`config.mk`:
```
export PLATFORM = sky130hd
export DESIGN_NAME = game_flow_ctrl
export DESIGN_NICKNAME = d
export VERILOG_FILES = /design/src/rtl/game_pkg.sv /design/src/rtl/btn_edge.sv /design/src/rtl/game_flow_ctrl.sv
export SDC_FILE = /design/constraint.sdc
export NUM_CORES = 1
export LEC_CHECK = 0
export BUFFER_PORTS_ARGS = -buffer_cell sky130_fd_sc_hd__buf_2
export CAP_MARGIN = 15
export CORE_AREA = 10 10 70 72
export CTS_CLUSTER_SIZE = 25
export DETAILED_ROUTE_END_ITERATION = 7
export DIE_AREA = 0 0 80 82
export PLACE_DENSITY = 0.65
export SETUP_SLACK_MARGIN = 0.4
export SYNTH_ARGS = -nofsm -noshare
export SYNTH_HDL_FRONTEND = slang
export SYNTH_SLANG_ARGS = --single-unit
```
`constraint.sdc`:
```
create_clock -name clk -period 2.44 [get_ports clk]
set_input_delay 0.488 -clock clk [delete_from_list [all_inputs] [get_ports clk]]
set_output_delay 0.488 -clock clk [all_outputs]
set_load 0.01 [all_outputs]
```
`src/rtl/game_pkg.sv`:
```
// Shared encodings for the game flow controller: StateMachine state codes,
// controller states, command codes and default game constants.
package game_pkg;

    localparam logic [1:0] SM_IDLE  = 2'b00;
    localparam logic [1:0] SM_PLAY  = 2'b01;
    localparam logic [1:0] SM_PAUSE = 2'b10;
    localparam logic [1:0] SM_DEAD  = 2'b11;

    typedef enum logic [2:0] {
        IDLE,
        RUN,
        HOLD,
        RESPAWN,
        OVER
    } ctrl_state_t;

    typedef enum logic [2:0] {
        CMD_NONE,
        CMD_START,
        CMD_PAUSE,
        CMD_RESUME,
        CMD_DIE
    } cmd_t;

    localparam int DEF_LIVES         = 3;
    localparam int DEF_ROUND_TIME    = 60;
    localparam int DEF_RESPAWN_TICKS = 3;

    // StateMachine code the controller expects to see for each of its states.
    function automatic logic [1:0] expected_sm(input ctrl_state_t s);
        case (s)
            IDLE:    return SM_IDLE;
            RUN:     return SM_PLAY;
            HOLD:    return SM_PAUSE;
            default: return SM_DEAD;
        endcase
    endfunction

endpackage

```
`src/rtl/btn_edge.sv`:
```
// Two-flop synchroniser for a raw button followed by a registered rising-edge
// strobe; a held button yields a single one-cycle strobe.
module btn_edge (
    input  logic clk,
    input  logic reset,
    input  logic raw,
    output logic strobe
);

    logic sync1;
    logic sync2;
    logic sync3;

    always_ff @(posedge clk or negedge reset) begin
        if (!reset) begin
            sync1  <= 1'b0;
            sync2  <= 1'b0;
            sync3  <= 1'b0;
            strobe <= 1'b0;
        end else begin
            sync1  <= raw;
            sync2  <= sync1;
            sync3  <= sync2;
            strobe <= sync2 & ~sync3;
        end
    end

endmodule

```
`src/rtl/game_flow_ctrl.sv`:
```
// Game flow controller: turns button/collision/timebase events into single
// cycle StateMachine commands, owns lives/round/respawn counters, flags desync.
module game_flow_ctrl
    import game_pkg::*;
#(
    parameter int LIVES         = DEF_LIVES,
    parameter int ROUND_TIME    = DEF_ROUND_TIME,
    parameter int RESPAWN_TICKS = DEF_RESPAWN_TICKS,
    parameter int TW            = 8,
    parameter int LW            = 2
) (
    input  logic          clk,
    input  logic          reset,
    input  logic          btn_start,
    input  logic          btn_pause,
    input  logic          hit,
    input  logic          tick,
    input  logic [1:0]    sm_state,
    output logic          start,
    output logic          pause,
    output logic          resume,
    output logic          die,
    output logic [LW-1:0] lives,
    output logic [TW-1:0] time_left,
    output logic          game_over,
    output logic          sync_err,
    output ctrl_state_t   dbg_state
);

    localparam int RW = $clog2(RESPAWN_TICKS + 1);

    logic se;
    logic pe;

    btn_edge u_start_edge (.clk(clk), .reset(reset), .raw(btn_start), .strobe(se));
    btn_edge u_pause_edge (.clk(clk), .reset(reset), .raw(btn_pause), .strobe(pe));

    ctrl_state_t   state_q, state_d;
    cmd_t          cmd_q, cmd_d;
    logic [LW-1:0] lives_q, lives_d;
    logic [TW-1:0] time_q, time_d;
    logic [RW-1:0] resp_q, resp_d;
    logic [1:0]    mask_q;
    logic          sync_err_q;
    logic          masked;
    logic [1:0]    exp_sm;

    always_ff @(posedge clk or negedge reset) begin
        if (!reset) begin
            state_q    <= IDLE;
            cmd_q      <= CMD_NONE;
            lives_q    <= '0;
            time_q     <= '0;
            resp_q     <= '0;
            mask_q     <= '0;
            sync_err_q <= 1'b0;
        end else begin
            state_q <= state_d;
            cmd_q   <= cmd_d;
            lives_q <= lives_d;
            time_q  <= time_d;
            resp_q  <= resp_d;
            // Mask covers the pulse cycle plus the two cycles the StateMachine needs to follow.
            if (cmd_q != CMD_NONE) begin
                mask_q <= 2'd2;
            end else if (mask_q != 2'd0) begin
                mask_q <= mask_q - 2'd1;
            end
            sync_err_q <= sync_err_q | (!masked && (sm_state != exp_sm));
        end
    end

    always_comb begin
        state_d = state_q;
        cmd_d   = CMD_NONE;
        lives_d = lives_q;
        time_d  = time_q;
        resp_d  = resp_q;
        case (state_q)
            IDLE, OVER: begin
                if (se) begin
                    state_d = RUN;
                    cmd_d   = CMD_START;
                    lives_d = LW'(LIVES);
                    time_d  = TW'(ROUND_TIME);
                end
            end
            RUN: begin
                // hit beats timeout beats pause; a hit swallows a same-cycle tick.
                if (hit) begin
                    cmd_d = CMD_DIE;
                    if (lives_q > LW'(1)) begin
                        lives_d = lives_q - LW'(1);
                        resp_d  = RW'(RESPAWN_TICKS);
                        state_d = RESPAWN;
                    end else begin
                        lives_d = '0;
                        state_d = OVER;
                    end
                end else if (tick && (time_q == TW'(1))) begin
                    time_d  = '0;
                    cmd_d   = CMD_DIE;
                    state_d = OVER;
                end else begin
                    if (tick && (time_q != '0)) begin
                        time_d = time_q - TW'(1);
                    end
                    if (pe) begin
                        cmd_d   = CMD_PAUSE;
                        state_d = HOLD;
                    end
                end
            end
            HOLD: begin
                if (pe) begin
                    cmd_d   = CMD_RESUME;
                    state_d = RUN;
                end
            end
            RESPAWN: begin
                if (tick && (resp_q != '0)) begin
                    resp_d = resp_q - RW'(1);
                    if (resp_q == RW'(1)) begin
                        cmd_d   = CMD_START;
                        state_d = RUN;
                    end
                end
            end
            default: begin
                state_d = IDLE;
            end
        endcase
    end

    always_comb begin
        start     = (cmd_q == CMD_START);
        pause     = (cmd_q == CMD_PAUSE);
        resume    = (cmd_q == CMD_RESUME);
        die       = (cmd_q == CMD_DIE);
        lives     = lives_q;
        time_left = time_q;
        game_over = (state_q == OVER);
        sync_err  = sync_err_q;
        dbg_state = state_q;
        exp_sm    = expected_sm(state_q);
        masked    = (cmd_q != CMD_NONE) || (mask_q != 2'd0);
    end

endmodule

```
**Word-level counts from Yosys, hierarchy flattened**

Cells that the tools add are included.

- Latch bits: 0
- Bits of input ports: 8
- Output and inout bits: 19
- Memories: 0
- Register bits: 29
- Word-level logic and storage cells: 97
- ROM bits: 0
- Memory bits (writable): 0

- Bitwise logic cells: 5
- Shift operators: 0
- Reduce and logical (&&, ||, !) cells: 19
- Eq/ne operators: 20
- Magnitude comparators: 1
- Multipliers: 0
- $add $sub $neg: 4
- Div/mod/pow operators: 0
- Multiplexer cells: 33

Operator list:

| cell | number |
|---|---|
| 2-to-1 mux 8 bit | 4 |
| 2-to-1 mux 3 bit | 10 |
| one-hot mux 3 bit (4 select lines) | 2 |
| 2-to-1 mux 2 bit | 10 |
| one-hot mux 8 bit (2 select lines) | 1 |
| == test 3 x 2 -> 1 bit, second input constant | 4 |
| != test 2 bit, second input constant | 5 |
| nonzero test 2 bit | 5 |
| == test 8 x 1 -> 1 bit, second input constant | 1 |
| one-hot mux 2 bit (2 select lines) | 2 |
| AND reduction 4 bit | 2 |
| nonzero test 8 bit | 1 |
| subtractor 8 x 1 -> 8 bit, second input constant | 1 |
| == test 3 x 1 -> 1 bit, second input constant | 2 |
| == test 3 bit, second input constant | 2 |
| one-hot mux 2 bit (3 select lines) | 1 |
| subtractor 2 x 1 -> 2 bit, second input constant | 3 |
| AND reduction 5 bit | 1 |
| logical AND 1 bit | 4 |
| != test 2 x 1 -> 1 bit, second input constant | 2 |
| != test 4 x 3 -> 1 bit, second input constant | 1 |
| zero test 3 bit | 1 |
| 2-to-1 mux 1 bit | 3 |
| != test 3 bit, second input constant | 1 |
| other kinds (11) | 13 |

**Depth between registers and ports, before layout**

- Depth in word-level cells: 6
- Depth in mapped cells: 6
- Mapped depth without buffers: 6

**By module**

Synthesis repeated with hierarchy kept, for this count alone.

- Cells, all modules: 151
- Area total of the unflattened synthesis: 1562.7 um^2

Modules (own cells, without submodules):

| module | area an instance (um^2) | sequential area each (um^2) | times used | cells an instance |
|---|---|---|---|---|
| game_flow_ctrl | 1335.0 | 525.5 | 1 | 141 |
| btn_edge | 113.9 | 100.1 | 2 | 5 |

**Least setup slack after synthesis**

OpenSTA, ideal clock, no wires.

- Path kind: reg2reg
- Start: reg time_q[0] (netlist: time_left[0])
- End: reg time_q[2] (netlist: time_left[2])
- Setup slack: 599 ps
- Arrival: 1715 ps
- Setup time: 126 ps
- Cell stages (with the launch flop): 7
- Required time: 2314 ps
- Period minus slack after synthesis: 1841 ps
- Buffers on the path: 0
- Path through: dfrtp_1 -> inv_1 -> ha_1 -> or4b_4 -> o21ai_2 -> nor4_1 -> o32a_1

- Cells in the longest elaborated chain, start to end: 5
- Elaborated cells between the ends (all ways): 11
- Those cells by class: add/sub: 1; eq/ne: 2; mux: 4; reduce/logical: 4

Ends and longest elaborated chain:

| what | RTL line | source |
|---|---|---|
| from (decl) | game_flow_ctrl.sv:41 | `logic [TW-1:0] time_q, time_d;` |
| from (signal assigned) | game_flow_ctrl.sv:61 | `time_q <= time_d;` |
| subtractor 8 x 1 -> 8 bit or == test 8 x 1 -> 1 bit (tied branches) | game_flow_ctrl.sv:106, game_flow_ctrl.sv:100 |  |
| 2-to-1 mux 8 bit or logical AND 1 bit (tied branches) | game_flow_ctrl.sv:105, game_flow_ctrl.sv:100 |  |
| 2-to-1 mux 8 bit | game_flow_ctrl.sv:100 | `end else if (tick && (time_q == TW'(1))) begin` |
| 2-to-1 mux 8 bit | game_flow_ctrl.sv:90 | `if (hit) begin` |
| one-hot mux 8 bit (2 select lines) | game_flow_ctrl.sv:79 | `case (state_q)` |

Several ways; a longest one is shown, not always the timed one. The select of a mux whose other input is x is not followed.
A chain may end at the register's enable or synchronous reset.

**Final worst setup path**

Same ends and word-level chain as after synthesis.

==> results.rst <==
.. list-table::
   :header-rows: 1

   * - Metric
     - Value
   * - Status
     - finished clean
   * - Congestion Overflow GR
     - 0
   * - Average cell area after synthesis
     - 10.0 sq um
   * - Largest net degree at the start of global routing
     - 30
   * - RePlAce Congestion
     - 0.917
   * - H-tree level count
     - 2
   * - Combined area of all synthesized cells
     - 0.00156 sq mm
   * - TritonCTS sink count
     - 29
   * - FMAX
     - 507 MHz
   * - Number of antenna violations at the first check in global routing
     - 0
   * - Skew-Pair Late Insertion Delay
     - 340 ps
   * - Worst slack at placement
     - 463 ps
   * - GRT Resource Usage Total
     - 11.6%
   * - Average vias per placed instance
     - 5.66
   * - Wire length of the first global-routing pass
     - 6070 um
   * - Ports placed on the boundary
     - 27
   * - Top library cells by usage in the layout, fill and taps aside
     - dfrtp_1, buf_2, a21oi_1
   * - Area enclosed by the die boundary
     - 0.00656 sq mm
   * - Commonest register cell after synthesis
     - dfrtp_1
   * - Routed Antenna Nets
     - 0
   * - Number of distinct library cells after synthesis
     - 51
   * - Post-route clock skew
     - 5.59 ps
   * - Crit path kind
     - reg -> reg
   * - Initial standard-cell utilization of the core
     - 43.7%
   * - Critical-path cell with the highest stage delay
     - or4b_4
   * - Signed area change from the synthesized netlist to the final layout
     - 19.0%
   * - TritonCTS clock tree
     - yes
   * - DRT iter0 DRCs
     - 94
   * - Clock-pin transition on the worst setup and hold timing paths
     - 100 ps
   * - Routed length per placed instance
     - 15.1 um
   * - Overall die width
     - 80 um
   * - Row cnt
     - 22
   * - Number of global-route vias before repair
     - 1344
   * - Area of the multi-input gates
     - 790 sq um
   * - Launching point of the worst reg2reg path
     - time_left[0]$_DFFE_PN0P_
   * - Post-route cell area
     - 0.00186 sq mm
   * - Number of cells on the critical path
     - 6
   * - Critical-path cell list
     - inv_2 > ha_2 > or4b_4 > o21ai_4 > nor4_1 > o32a_1
   * - Finish-stage setup viols
     - 0
   * - Final hold violation count
     - 0
   * - Data arrival time of the worst path
     - 2200 ps
   * - Number of buffers inserted during clock tree synthesis
     - 5
   * - Core outline area
     - 0.00358 sq mm
   * - Synth Net Count
     - 169
   * - CTS Hold Bufs
     - 0
   * - Worst setup EP type
     - flop
   * - Residual DRC
     - 0
   * - Critical path data required time
     - 2670 ps
   * - Power, Total
     - 0.00201 W
   * - CTS Buffer Depth
     - 2
   * - Via count
     - 1335
   * - Power density normalized to cell area
     - 1080 mW/mm^2
   * - TritonRoute pass-1 iters
     - 5
   * - CP Max Fanout
     - 5
   * - Critical Path Source
     - time_left[0]$_DFFE_PN0P_
   * - Share of the yosys chip area belonging to registers
     - 46.4%
   * - Number of enable flip-flop cells after synthesis
     - 0
   * - Count of pins over their slew limit
     - 0
   * - Count of maximum capacitance violations
     - 0
   * - Fillcell total
     - 364
   * - Cells taking the most area after synthesis
     - dfrtp_1, a21oi_1, ha_1
   * - Summed negative setup slack over all endpoints
     - 0 ps
   * - Die height
     - 82 um
   * - Quantity of I/O buffers inserted on ports
     - 26
   * - Net count of the finished layout
     - 200
   * - Clock tree root driver cell
     - clkbuf_4
   * - Share of async-settable or async-resettable flops after synthesis
     - 100%
   * - Critical path launch point type
     - flop
   * - Final clock period utilization by the worst path
     - 80.8%
   * - Peak supply drop
     - 0.603 mV
   * - Dominant delay contributor by cell family on the critical path
     - simple AND/OR/NAND/NOR gates
   * - Sequential cell area in the final layout
     - 729 sq um
   * - Area leader, netlist
     - dfrtp_1
   * - Transition at the pin with the smallest max-transition slack
     - 634 ps
   * - Half-perimeter wire length after placement
     - 2680 um
   * - Share of cells above drive strength 1
     - 29.8%
   * - Max stage delay on crit path
     - 500 ps
   * - Total buffers and inverters traversed by the critical path
     - 1
   * - Yosys synthesis warning count
     - 0
   * - Overall routed net length
     - 3560 um
   * - Post-layout minimum cycle time
     - 1970 ps
   * - Area share of the largest cell type after synthesis
     - 46.4%
   * - Setup repair after global routing missed its margin
     - false
   * - Worst-case reg-to-reg path depth
     - 6
   * - Flip-flop and latch count after synthesis
     - 29
   * - Gate count after technology mapping
     - 156
   * - Leakage power summed over all cells
     - 0.823 nW
   * - Rel. slew slack
     - 57.7%
   * - Number of antenna cells inserted
     - 0
   * - Area post-placement
     - 0.00174 sq mm
   * - Final setup margin
     - 469 ps
   * - Hold/Removal Path Class
     - in -> async
==> stage by stage <==
stage          hold WS, ps  util (%)  std cells
6_report               156      52.0        236
5_1_grt                189      52.0        236
4_1_cts                173      51.0        234
3_5_place_dp           336      48.5        226
3_3_place_gp           332      48.5        226
2_1_floorplan          192         -        156
==> state kept, by name, indices dropped and copies added, names as in the netlist <==
signal and count:
mask_q 2, u_pause_edge.sync1 1, dbg_state 3, sync_err 1, u_start_edge.sync3 1, resp_q 2, u_start_edge.strobe 1, u_start_edge.sync2 1
u_pause_edge.sync3 1, time_left 8, cmd_q 3, lives 2, u_pause_edge.strobe 1, u_pause_edge.sync2 1, u_start_edge.sync1 1
==> kinds of logic (layout without fill, tap and decap cells) <==
logic type	Yosys count	in the layout	synth area share, %
adders and majority gates	5	5	4.00
muxes	5	5	3.36
xor gates and xnor gates	2	2	1.12
and+or+nand+nor	55	55	21.8
DFF	29	29	46.4
AOI/OAI and AO/OA	43	43	19.0
buffers and inverters	17	49	4.32
==> worst reg2reg max path: cells and delay by family (launching register included) <==
kind	cells	cell delay [ps]
AND/OR/NAND/NOR	2	590
AO/OA/AOI/OAI	2	540
adder cells (fa/ha/maj)	1	200
buffers and inverters	1	90
flip-flops	1	460
==> timing repair <==
item,4_1_cts,5_1_grt
setup buffers,0,2
endpoints found under the setup margin,0,6
resized for setup,0,9
==> synthesized netlist by cell type (all sizes together), types with 2 or more instances <==
master / instances
o21ai: 8
buf: 3
nor3: 6
nor4: 3
o22ai: 2
nor3b: 8
a21oi: 13
nor2: 8
inv: 13
nand4: 2
or4: 2
o21bai: 2
a21o: 2
nand2: 12
a211o: 2
dfrtp: 29
a211oi: 3
nor2b: 3
mux2i: 3
mux2: 2
and2: 2
ha: 5
==> final cells by class <==
class	instances	area share (%)
Tap cell	48	3.23
Multi-Input combinational cell	110	42.4
Sequential cell	29	39.2
Clock buffer	6	2.76
Clock inverter	2	2.02
Timing Repair Buffer	28	7.80
Inverter	13	2.62
==> power breakdown <==
part / total, W / switching [W] / internal, W
clock network: 0.000422 / 0.000178 / 0.000243
registers: 0.000794 / 0.000192 / 0.000602
logic: 0.000792 / 0.000423 / 0.000369
==> worst paths after layout <==
check                                               end  slack (ps)
setup / recovery               time_left[2]$_DFFE_PN0P_         470
hold / removal                 dbg_state[2]$_DFFE_PN0P_         160
setup reg to reg               time_left[2]$_DFFE_PN0P_         470
hold reg to reg            u_pause_edge.sync2$_DFF_PN0_         360
max in group asynchronous      time_left[0]$_DFFE_PN0P_        1840
min in group clk           u_start_edge.sync1$_DFF_PN0_         250
==> metal layers <==
metal	GRT usage [%]	vias to the layer above	part of all wire (%)
met5	0	-	0
met4	4.23	0	2.0
met3	4.26	10	6.7
met2	20.1	44	50
met1	12.7	650	41
li1	-	631	-
Note: power is estimated with default switching activity, not from simulation.
